$ cat src/rtl/baud_gen_frac.sv
// baud_gen_frac: runtime-programmable rx/tx baud-enable generator.
//
// Produces a one-cycle rx_tick every L clk cycles (L = clamped divisor,
// plus one when the fractional carry is set) and a tx_tick on every
// OVERSAMPLE-th rx_tick. Build option: define BAUD_FRAC_EN to include the
// fractional accumulator; without it L is the integer divisor only and
// div_frac is ignored (the port list is the same in both builds).
//
// Strobe semantics: div_load and tx_resync are single-cycle strobes sampled
// on the rising clk edge, with no back-pressure. rx_tick and tx_tick are
// single-cycle clock enables decoded from registered state, so they are high
// on the cycle the rx counter sits at L-1 while enable is high.
module baud_gen_frac #(
    parameter int CLK_FREQ     = 50000000,
    parameter int DEFAULT_BAUD = 9600,
    parameter int OVERSAMPLE   = 16,
    parameter int DIV_WIDTH    = 16,
    parameter int FRAC_BITS    = 4
) (
    input  logic                 clk,
    input  logic                 rstn,
    input  logic                 enable,
    input  logic [DIV_WIDTH-1:0] div_int,
    input  logic [FRAC_BITS-1:0] div_frac,
    input  logic                 div_load,
    input  logic                 tx_resync,
    output logic                 rx_tick,
    output logic                 tx_tick,
    output logic                 load_pending
);

    localparam int BAUD_X = DEFAULT_BAUD * OVERSAMPLE;
    localparam logic [DIV_WIDTH-1:0] DEFAULT_INT = DIV_WIDTH'(CLK_FREQ / BAUD_X);
    localparam int PH_W = $clog2(OVERSAMPLE);
    localparam logic [PH_W-1:0] PH_LAST = PH_W'(OVERSAMPLE - 1);

    logic [DIV_WIDTH-1:0] div_act;
    logic [DIV_WIDTH-1:0] div_pend;
    logic                 load_armed;
    logic [DIV_WIDTH-1:0] rx_cnt;
    logic [PH_W-1:0]      phase;
    logic                 carry_flag;

    logic [DIV_WIDTH-1:0] d_eff;
    logic [DIV_WIDTH:0]   last_cnt;
    logic                 rx_wrap;
    logic                 phase_last;
    logic                 apply;

    // Divisors below 2 cannot produce a distinct tick cycle, so clamp to 2.
    assign d_eff      = (div_act < DIV_WIDTH'(2)) ? DIV_WIDTH'(2) : div_act;
    assign last_cnt   = {1'b0, d_eff} - (DIV_WIDTH + 1)'(1)
                        + {{DIV_WIDTH{1'b0}}, carry_flag};
    assign rx_wrap    = enable && ({1'b0, rx_cnt} == last_cnt);
    assign phase_last = (phase == PH_LAST);

    // A pending divisor takes effect on resync, or at the end of the first
    // full rx period after capture (a fresh load on that cycle defers it).
    assign apply = load_pending &&
                   (tx_resync || (rx_wrap && load_armed && !div_load));

    assign rx_tick = rx_wrap;
    assign tx_tick = rx_wrap && phase_last && !tx_resync;

    // Divisor capture, arming and application.
    always_ff @(posedge clk or negedge rstn) begin
        if (!rstn) begin
            div_act      <= DEFAULT_INT;
            div_pend     <= DEFAULT_INT;
            load_pending <= 1'b0;
            load_armed   <= 1'b0;
        end else begin
            if (apply) begin
                div_act      <= div_pend;
                load_pending <= 1'b0;
                load_armed   <= 1'b0;
            end else if (rx_wrap && load_pending) begin
                // The period that just ended began after capture; the next
                // one is the first full period, so arm for its end.
                load_armed <= 1'b1;
            end
            if (div_load) begin
                div_pend     <= div_int;
                load_pending <= 1'b1;
                // Capturing on a wrap or resync means the next period is
                // already a full one.
                load_armed   <= rx_wrap || tx_resync;
            end
        end
    end

    // Rx period counter and tx phase counter.
    always_ff @(posedge clk or negedge rstn) begin
        if (!rstn) begin
            rx_cnt <= '0;
            phase  <= '0;
        end else if (tx_resync) begin
            rx_cnt <= '0;
            phase  <= '0;
        end else if (rx_wrap) begin
            rx_cnt <= '0;
            phase  <= phase_last ? '0 : phase + PH_W'(1);
        end else if (enable) begin
            rx_cnt <= rx_cnt + DIV_WIDTH'(1);
        end
    end

`ifdef BAUD_FRAC_EN
    localparam logic [FRAC_BITS-1:0] DEFAULT_FRAC =
        FRAC_BITS'(((CLK_FREQ % BAUD_X) * (2 ** FRAC_BITS)) / BAUD_X);

    logic [FRAC_BITS-1:0] frac_act;
    logic [FRAC_BITS-1:0] frac_pend;
    logic [FRAC_BITS-1:0] acc;

    // Fractional divisor registers and the accumulator whose carry stretches
    // the following rx period by one cycle.
    always_ff @(posedge clk or negedge rstn) begin
        if (!rstn) begin
            frac_act   <= DEFAULT_FRAC;
            frac_pend  <= DEFAULT_FRAC;
            acc        <= '0;
            carry_flag <= 1'b0;
        end else begin
            if (div_load) begin
                frac_pend <= div_frac;
            end
            if (apply) begin
                frac_act <= frac_pend;
            end
            if (tx_resync || apply) begin
                acc        <= '0;
                carry_flag <= 1'b0;
            end else if (rx_wrap) begin
                {carry_flag, acc} <= {1'b0, acc} + {1'b0, frac_act};
            end
        end
    end
`else
    logic unused_div_frac;

    // Integer-only build: every rx period is exactly the clamped divisor.
    assign carry_flag      = 1'b0;
    assign unused_div_frac = ^div_frac;
`endif

endmodule

$ cat config.mk
export PLATFORM = sky130hd
export DESIGN_NAME = baud_gen_frac
export DESIGN_NICKNAME = d
export VERILOG_FILES = /design/src/rtl/baud_gen_frac.sv
export SDC_FILE = /design/constraint.sdc
export NUM_CORES = 1
export LEC_CHECK = 0
export CAP_MARGIN = 10
export CORE_ASPECT_RATIO = 1.1
export CORE_MARGIN = 5
export CORE_UTILIZATION = 39
export CTS_BUF_LIST = sky130_fd_sc_hd__clkbuf_2
export CTS_CLUSTER_DIAMETER = 200
export DETAILED_ROUTE_END_ITERATION = 10
export GPL_TIMING_DRIVEN = 0
export PLACE_DENSITY = 0.55
export SKIP_CTS_REPAIR_TIMING = 1
export SYNTH_ARGS = -nofsm -noshare
export SYNTH_HDL_FRONTEND = slang
export SYNTH_SLANG_ARGS = --single-unit
$ cat constraint.sdc
create_clock -name clk -period 9.4 [get_ports clk]
set_input_delay 0.94 -clock clk [delete_from_list [all_inputs] [get_ports clk]]
set_output_delay 0.94 -clock clk [all_outputs]
set_load 0.1 [all_outputs]
Word level (Yosys, flattened, before mapping):

Cells that the tools add are included.

* word-level logic and storage cells: 39
* output and inout port bits: 3
* register bits: 54

* mux-type cells: 12
* $add $sub $neg: 3
* reductions and logical operators: 15
* magnitude comparators: 1
* eq/ne operators: 2

Operators by type and width (number)
* 16-bit two-way mux: 4
* 16-bit by 17-bit equality test with 1-bit output: 1
* 16-bit by 1-bit subtractor with 17-bit output, second input constant: 1
* 16-bit by 1-bit adder with 16-bit output, second input constant: 1
* 16-bit by 2-bit less-than comparator with 1-bit output, second input constant: 1
* 4-bit two-way mux: 3
* 1-bit logical AND: 7
* 3-bit nonzero test: 2
* 1-bit two-way mux: 5
* 4-bit by 1-bit adder with 4-bit output, second input constant: 1
* 4-bit equality test, second input constant: 1
* 2-bit nonzero test: 2
* 1-bit zero test: 2
* 1-bit logical OR: 2

Depth between registers and ports, before layout:

Gate-level depths: netlist of run 1.

* depth after elaboration: 11
* depth in mapped cells: 15

Worst setup path before layout of run 1:

No wires, ideal clock.

* path kind: register to output
* from: register div_act[4]
* to: output tx_tick
* cell stages (with the launch flop): 12
* data required time: 8.460 ns
* buffers on the path: 1
* slack: 2.708 ns
* arrival: 5.752 ns
* path through: dfrtp_1 > nor4_2 > and4_1 > nor2_1 > ha_1 > buf_1 > o21ba_2 > a221o_1 > a221o_1 > a211oi_2 > nand4bb_1 > nor4_1

* longest elaborated chain between the ends: 7

Ends and longest elaborated chain
* start: declaration: RTL line 37 `logic [DIV_WIDTH-1:0] div_act;`
* start signal: assignment: RTL line 74 `div_act <= div_pend;`
* 16-bit by 2-bit less-than comparator with 1-bit output: RTL line 51 `assign d_eff = (div_act < DIV_WIDTH'(2)) ? DIV_WIDTH'(2) : div_act;`
* 16-bit two-way mux (*): RTL line 51
* 16-bit by 1-bit subtractor with 17-bit output (*): RTL line 52 `assign last_cnt = {1'b0, d_eff} - (DIV_WIDTH + 1)'(1)`
* 16-bit by 17-bit equality test with 1-bit output (*): RTL line 54 `assign rx_wrap = enable && ({1'b0, rx_cnt} == last_cnt);`
* 1-bit logical AND (*): RTL line 54
* 1-bit logical AND (*) (2 in series): RTL line 63 `assign tx_tick = rx_wrap && phase_last && !tx_resync;`
* end: declaration: RTL line 28 `output logic tx_tick,`

Every way passes the cells marked *; elsewhere a longest branch is shown, timed or not.

Worst setup path in the final report of run 1:

Same ends and word-level chain as after synthesis.

==> run summary, run 1 <==
run status = completed
Cell Chain, Critical Path = nor4_2 -> and4_1 -> nor2_1 -> ha_1 -> buf_1 -> o21ba_2 -> a221o_1 -> a221o_1 -> a211oi_2 -> nand4bb_1 -> nor4_1 -> clkdlybuf4s50_1
largest net degree at the start of global routing = 37
maxcap violations = 0
fin crit share = 0.679
Worst EP required = 8460 ps
nature of the critical path startpoint = flip-flop
Seq pwr share = 0.541
max-slew violation count = 0
R2R cell count = 13
drt wl/cell = 17.5 um
vias in the first global route = 3050
top cells by area, synth = dfrtp_1, dfstp_2, nand3_1
Worst path max stage delay = 1180 ps
I/O pin cnt = 28
leading area contributor after synthesis = dfrtp_1
routability congestion estimate from global placement = 0.847
synthesized area per cell = 9.13 um^2
most used flip-flop cell after synthesis = dfrtp_1
Non-Filler Instances = 535
Leakage = 1.51 nW
critical path launch point = div_act[4]
synthesis warning total = 0
total number of H-tree levels = 2
Setup CP Type = reg2out
PD cells = 131 nW/um^2
Seq/Total Area, Yosys = 0.384
top-count cell post-synth = dfrtp_1
clk_skew = 12.0 ps
critical path's slowest cell = clkdlybuf4s50_1
ys async rst share = 1.00
layout cell share with drive strength beyond 1 = 0.135
Max VDD drop = 67.4 uV
Synth top area share = 0.324
# rows = 36
reg2reg start = div_act[4]
Seq cells post-synth = 54
Comb power frac = 0.230
Commonest cells post-synth = dfrtp_1, nand3_1, nor3_1, and3_1, xor2_1
# setup viols final = 0
full die area = 11100 um^2
grt met3 use = 0.0233
Placed Cells = 527
initial antenna violation count = 0
Horiz. Die Dim = 101 um
Clk pwr share = 0.229
remaining global-route overflow = 0
Final WS setup = 3020 ps
Critical Path AT = 5440 ps
post-synthesis cell area = 3550 um^2
total core area = 8870 um^2
fin crit period = 6380 ps
cts bufs inserted = 5
via count = 3135
switching share of power = 0.321
Slew @ Worst Pin = 967 ps
Area Growth Syn to Fin = 12.7%
dpl cell area = 3940 um^2
Vias/cell = 5.86
Worst slew margin = 0.353
Die H = 110 um
global routing usage on met2 = 0.285
clk_lat worst skew = 440 ps
PortBufs = 23
switching pwr = 169 uW
Worst Hold Class = in2async
busiest grt layer = met2
clk sinks = 54
CTS root buffer = clkbuf_2
antenna diode count = 0
cell mode on critical path = a221o_1
RSZ-0062 raised after global routing = false
Clock Path Buffers = 2
worst-path fanout max = 9
Post-synth EDFFs = 0
fin nets = 448
DP Worst Slack = 3550 ps
cells after synthesis = 389
1st-iter DRT viols = 233
Crit. End Element = output pin
synth unique cells = 55
Hold Vio Cnt, Final = 0
design internal power = 357 uW
Routed WL = 9350 um
drc violations = 0
drt pass-1 iters = 5
post-route ant nets = 0
Hold Worst Slack = 395 ps
M1 GR Usage = 0.232
TritonCTS clock tree = done
Peak Freq = 157 MHz
first-pass GRT wire length = 15500 um
starting density of the core = 0.400
nets in the synthesized netlist = 417
Final HPWL DP = 6790 um
total track usage = 0.174
clock slew at reported path FFs = 280 ps
Final Cell Area = 4000 um^2
setup_tns = 0 ps
-- registers in the layout (all words and copies together), names as in the netlist --
name,count
div_act,16
div_pend,16
rx_cnt,16
phase,4
load_armed,1
load_pending,1
-- worst max-delay path, delay by kind of cell (launching register included) --
| kind | cells | cell delay, ps |
|---|---|---|
| flip-flops | 1 | 530 |
| buffers and inverters | 2 | 1380 |
| AO/OA/AOI/OAI | 4 | 1140 |
| AND/OR/NAND/NOR | 5 | 1760 |
| adder cells (fa/ha/maj) | 1 | 180 |
-- layout by cell type (no fill, tap or decap), drive strengths merged, types with 2 or more instances in the layout --
cell	synthesis	layout
a211o	3	3
clkdlybuf4s50	0	22
a21oi	8	8
dfstp	8	8
mux2	16	16
ha	3	3
nor2	19	19
a221o	2	2
nor4	6	6
and2	3	3
nor3	22	22
nor4b	2	2
inv	4	4
a31o	3	3
xnor2	11	11
nor2b	17	17
clkbuf	19	25
a211oi	3	3
nand2b	4	4
mux2i	2	2
nor3b	3	3
a31oi	4	4
clkinv	1	2
a222oi	15	15
o311ai	2	2
xor2	20	20
nand2	18	18
dfrtp	46	46
buf	12	14
and3	21	21
nand3	42	42
o21ai	24	24
or3	2	2
o211ai	2	2
nand4	10	10
-- routing by layer --
layer | up-vias | wire [um]
li1 | 1513 | -
met1 | 1497 | 4190
met2 | 108 | 4470
met3 | 17 | 407
met4 | 0 | 273
met5 | - | 0
-- power by group through the flow --
stage	Combinational (mW)	Sequential (mW)	Clock, mW
floorplan	0.0850	0.281	0
global placement	0.117	0.288	0
detailed placement	0.121	0.289	0
CTS	0.122	0.285	0.127
global route	0.135	0.289	0.134
finish	0.121	0.285	0.120
-- cell families (layout without fill, tap and decap cells) --
| group | Yosys count | count (layout) | share of synthesized area |
|---|---|---|---|
| simple gates | 175 | 175 | 0.281 |
| compound gates | 72 | 72 | 0.147 |
| flops | 54 | 54 | 0.384 |
| buf+inv | 36 | 68 | 0.0451 |
| xor+xnor | 31 | 31 | 0.0765 |
| mux | 18 | 18 | 0.0564 |
| fa+ha+maj | 3 | 3 | 0.0106 |
-- layout make-up --
cell class              count  area, um^2
fillers                   847        4870
multi-input cells         299        2030
flip-flops and latches     54        1360
repair buffers             24         245
well taps                 114         143
plain buffers              31         141
clock inverters             2        33.8
clock buffers               6        30.0
inverters                   5        18.8
-- worst paths after layout --
check | end | slack [ps]
worst max-delay path | tx_tick | 3020
worst min-delay path | div_act[10] | 390
worst max register to register | rx_cnt[7] | 5290
worst min register to register | div_pend[14] | 570
max in group asynchronous | div_pend[2] | 8380
min in group clk | div_pend[14] | 570
-- through the flow --
stage / utilization / power (mW)
floorplan: - / 0.366
global placement: 0.442 / 0.405
detailed placement: 0.444 / 0.410
CTS: 0.451 / 0.533
global route: 0.451 / 0.559
finish: 0.451 / 0.526
Note: power is estimated with default switching activity, not from simulation.
==> run 2, diff against run 1 <==
- PLACE_DENSITY: 0.55 -> 0.57
- clock period: 9.4 -> 5.2 ns (I/O delays scaled with it)
==> run 2 against run 1 <==
Effect of this change:
- count of clock-buffer cells in the layout stayed put
- routed wire length is 0.55% lower
- non-clock buffer count increased by 1
- setup slack worse by 2800 ps
- final area rose by 0.94%
- clock power grew 87%
- die area unchanged
- global-route usage barely moved
- critical endpoint unchanged
- largest cell class unchanged
==> run summary, run 2 (synthesis gave the netlist of run 1 again) <==
run status = completed
via count = 3134
first-pass GRT wire length = 15600 um
Horiz. Die Dim = 101 um
Routed WL = 9300 um
drt pass-1 iters = 5
cts bufs inserted = 5
DP Worst Slack = -234 ps
largest net degree at the start of global routing = 36
CTS root buffer = clkbuf_2
Slew @ Worst Pin = 965 ps
total number of H-tree levels = 2
I/O pin cnt = 28
commonest non-fill, non-tap cell in the layout = dfrtp_1
clk sinks = 54
# setup viols final = 0
full die area = 11100 um^2
Hold Vio Cnt, Final = 0
starting density of the core = 0.400
fin crit period = 4940 ps
clock slew at reported path FFs = 290 ps
Multi-input gate area = 2060 um^2
Peak Freq = 203 MHz
Non-Filler Instances = 536
RSZ-0062 raised after global routing = false
initial antenna violation count = 0
maxcap violations = 0
Final HPWL DP = 6660 um
Final Cell Area = 4040 um^2
Placed Cells = 527
vias in the first global route = 3056
Critical Path AT = 4420 ps
1st-iter DRT viols = 247
fin crit share = 0.950
Leakage = 1.52 nW
fin nets = 449
total track usage = 0.174
antenna diode count = 0
# rows = 36
Setup CP Type = reg2out
Vias/cell = 5.85
biggest regs = div_act: 16 flops, div_pend: 16 flops, rx_cnt: 16 flops
Sequential Area = 1360 um^2
Tot Pwr = 965 uW
Fillers = 853
remaining global-route overflow = 0
layout cell share with drive strength beyond 1 = 0.147
Area Growth Syn to Fin = 13.8%
Crit. End Element = output pin
drt wl/cell = 17.3 um
PD cells = 239 nW/um^2
Die H = 110 um
Worst Hold Class = in2async
TritonCTS clock tree = done
PortBufs = 23
nature of the critical path startpoint = flip-flop
routability congestion estimate from global placement = 0.844
Worst slew margin = 0.355
clk_skew = 20.4 ps
max-slew violation count = 0
Clock Path Buffers = 2
dpl cell area = 3940 um^2
total core area = 8870 um^2
worst-path fanout max = 9
clk_lat worst skew = 460 ps
Final WS setup = 262 ps
drc violations = 0
post-route ant nets = 0
Worst EP required = 4680 ps
Max VDD drop = 110 uV
most frequent cells in the layout = dfrtp_1, nand3_1, nor3_1
==> run 2: layout make-up <==
cell class                      count  area share
Tap cell                          114      0.0353
Clock buffer                        6     0.00743
Buffer                             31      0.0350
Timing Repair Buffer               25      0.0613
Sequential cell                    54       0.337
Multi-Input combinational cell    299       0.511
Clock inverter                      2     0.00836
Inverter                            5     0.00465
==> run 2: critical path, cell delays in order, from the launching register on <==
cell,delay [ps]
dfrtp_1,430
clkbuf_1,220
nor4_4,390
and4_1,330
nor2_1,60
ha_1,180
buf_1,200
o21ba_2,240
a221o_1,340
a221o_1,310
a211oi_2,310
nand4bb_2,280
nor4_2,300
clkbuf_4,370
==> run 2: path summary, 6_finish.rpt <==
kind,startpoint,end,slack (ps),cells after the start
min,rstn,phase[3],490,2
min in group clk,div_pend[7],div_pend[7],570,1
max in group asynchronous,rstn,div_pend[8],4080,3
max reg2reg,div_act[10],rx_cnt[7],1140,14
min reg2reg,div_pend[7],div_pend[7],570,1
max,div_act[10],tx_tick,260,13
==> run 2: report_power, final <==
part / internal (mW) / leakage [nW] / total [mW] / switching [mW]
Sequential: 0.465 / 0.649 / 0.519 / 0.0540
Combinational: 0.101 / 0.831 / 0.222 / 0.121
Clock: 0.0817 / 0.0406 / 0.224 / 0.143
==> run 2: routing by layer <==
metal,track usage,share of wire,vias up,wire length (um)
met3,0.0214,0.032,13,297
met5,0,0,-,0
met4,0.0503,0.020,0,190
li1,-,-,1514,-
met1,0.230,0.46,1534,4250
met2,0.300,0.49,73,4560
==> run 2: metrics by stage <==
| step | utilization | hold WS, ps | TNS, ps |
|---|---|---|---|
| 2_1_floorplan | - | 224 | 0 |
| 3_3_place_gp | 0.443 | 513 | -248 |
| 3_5_place_dp | 0.444 | 515 | -309 |
| 4_1_cts | 0.452 | -27.3 | -1410 |
| 5_1_grt | 0.455 | 541 | 0 |
| 6_report | 0.455 | 485 | 0 |
==> run 3, diff against run 2 <==
- SETUP_SLACK_MARGIN: unset -> 0.2
==> run 3 against run 2 <==
Effect of this change:
- critical path depth is 1 lower
- cell count is 0.37% higher
- sequential share of layout area is 0.51 points lower
- die area stayed put
- global-route usage is 0.051 points higher
- combinational power hardly changed
- via count hardly changed
- critical path type unchanged
- critical endpoint unchanged
- largest power group unchanged
==> run summary, run 3 (synthesis gave the netlist of run 1 again) <==
run status = completed
Die H = 110 um
Clock Path Buffers = 2
largest net degree at the start of global routing = 38
Final HPWL DP = 6820 um
Tot Pwr = 969 uW
reg2reg start = div_act[5]
Worst path max stage delay = 530 ps
antenna diode count = 0
drc violations = 0
maxcap violations = 0
# rows = 36
Peak Freq = 213 MHz
Horiz. Die Dim = 101 um
vias in the first global route = 3013
drt wl/cell = 17.6 um
full die area = 11100 um^2
drt pass-1 iters = 6
worst-path fanout max = 9
Fillers = 868
starting density of the core = 0.400
R2R cell count = 13
Worst EP required = 4680 ps
CTS root buffer = clkbuf_2
1st-iter DRT viols = 209
Crit. End Element = output pin
reg2reg end = rx_cnt[7]
cts bufs inserted = 5
clock slew at reported path FFs = 290 ps
Final Cell Area = 4110 um^2
Area Growth Syn to Fin = 15.7%
Worst Hold Class = in2async
TritonCTS clock tree = done
Slew @ Worst Pin = 968 ps
Setup CP Type = reg2out
post-route ant nets = 0
total number of H-tree levels = 2
via count = 3133
dpl cell area = 3950 um^2
total track usage = 0.175
fin crit period = 4700 ps
Leakage = 1.56 nW
biggest regs = div_act: 16 flops, div_pend: 16 flops, rx_cnt: 16 flops
remaining global-route overflow = 0
PortBufs = 23
critical path's slowest cell = dfrtp_1
most frequent cells in the layout = dfrtp_1, nand3_1, nor3_1
Critical Path AT = 4180 ps
clk_skew = 25.6 ps
PD cells = 236 nW/um^2
# setup viols final = 0
Max VDD drop = 103 uV
Cell Chain, Critical Path = nor4_4 -> and4_1 -> nor2_1 -> ha_1 -> buf_1 -> o21ba_2 -> a221o_1 -> a221o_1 -> a211oi_4 -> nand4bb_4 -> nor4_4 -> buf_6
total core area = 8870 um^2
max-slew violation count = 0
clk sinks = 54
Vias/cell = 5.82
initial antenna violation count = 0
Reg2Reg Setup Slack = 1240 ps
fin nets = 451
commonest non-fill, non-tap cell in the layout = dfrtp_1
Routed WL = 9460 um
setup_tns = 0 ps
nature of the critical path startpoint = flip-flop
Worst slew margin = 0.353
RSZ-0062 raised after global routing = false
clk_lat worst skew = 470 ps
I/O pin cnt = 28
fin crit share = 0.904
routability congestion estimate from global placement = 0.862
first-pass GRT wire length = 15500 um
layout cell share with drive strength beyond 1 = 0.158
Hold Vio Cnt, Final = 0
run 3: area by class of cell:
type                       count  area (um^2)  share of cell area
buffer                        30          138              0.0335
multi-input combinational    299         2100               0.511
inverter                       5         18.8             0.00457
sequential                    54         1360               0.332
timing repair buffer          28          277              0.0674
tap                          114          143              0.0347
clock inverter                 2         37.5             0.00914
clock buffer                   6         30.0             0.00731
run 3: worst max-delay path by stage:
| stage | slack (ps) | end | start | cells after the start |
|---|---|---|---|---|
| 2_1_floorplan | 510 | rx_tick | div_act[4] | 11 |
| 3_3_place_gp | -240 | tx_tick | div_act[10] | 13 |
| 3_5_place_dp | -310 | tx_tick | div_act[10] | 13 |
| 4_1_cts | -870 | tx_tick | div_act[10] | 13 |
| 5_1_grt | 240 | tx_tick | div_act[5] | 12 |
| 6_report | 500 | tx_tick | div_act[5] | 12 |
run 3: through the flow:
stage | setup slack (ps) | std cells | util | hold slack, ps
global route | 237 | 538 | 0.463 | 492
floorplan | 507 | 389 | - | 224
detailed placement | -307 | 527 | 0.445 | 491
CTS | -868 | 535 | 0.453 | -68.9
finish | 497 | 538 | 0.463 | 473
global placement | -235 | 526 | 0.444 | 514
run 3: metal layers:
metal | track usage | up-vias | share of wire
met5 | 0 | - | 0
met4 | 0.0446 | 0 | 0.013
met3 | 0.0239 | 10 | 0.035
li1 | - | 1512 | -
met2 | 0.307 | 74 | 0.50
met1 | 0.227 | 1537 | 0.45
run 3: power breakdown:
group	internal (mW)	leakage [nW]	total [mW]	switching, mW
clock	0.0828	0.0392	0.224	0.141
combinational	0.101	0.870	0.221	0.120
sequential	0.465	0.648	0.524	0.0588
run 3: critical path, delay by kind of cell (launching register included):
kind	cells	cell delay [ps]
AOI/OAI and AO/OA	4	1180
adders and majority gates	1	180
buffers and inverters	2	460
DFF	1	530
and+or+nand+nor	5	1350
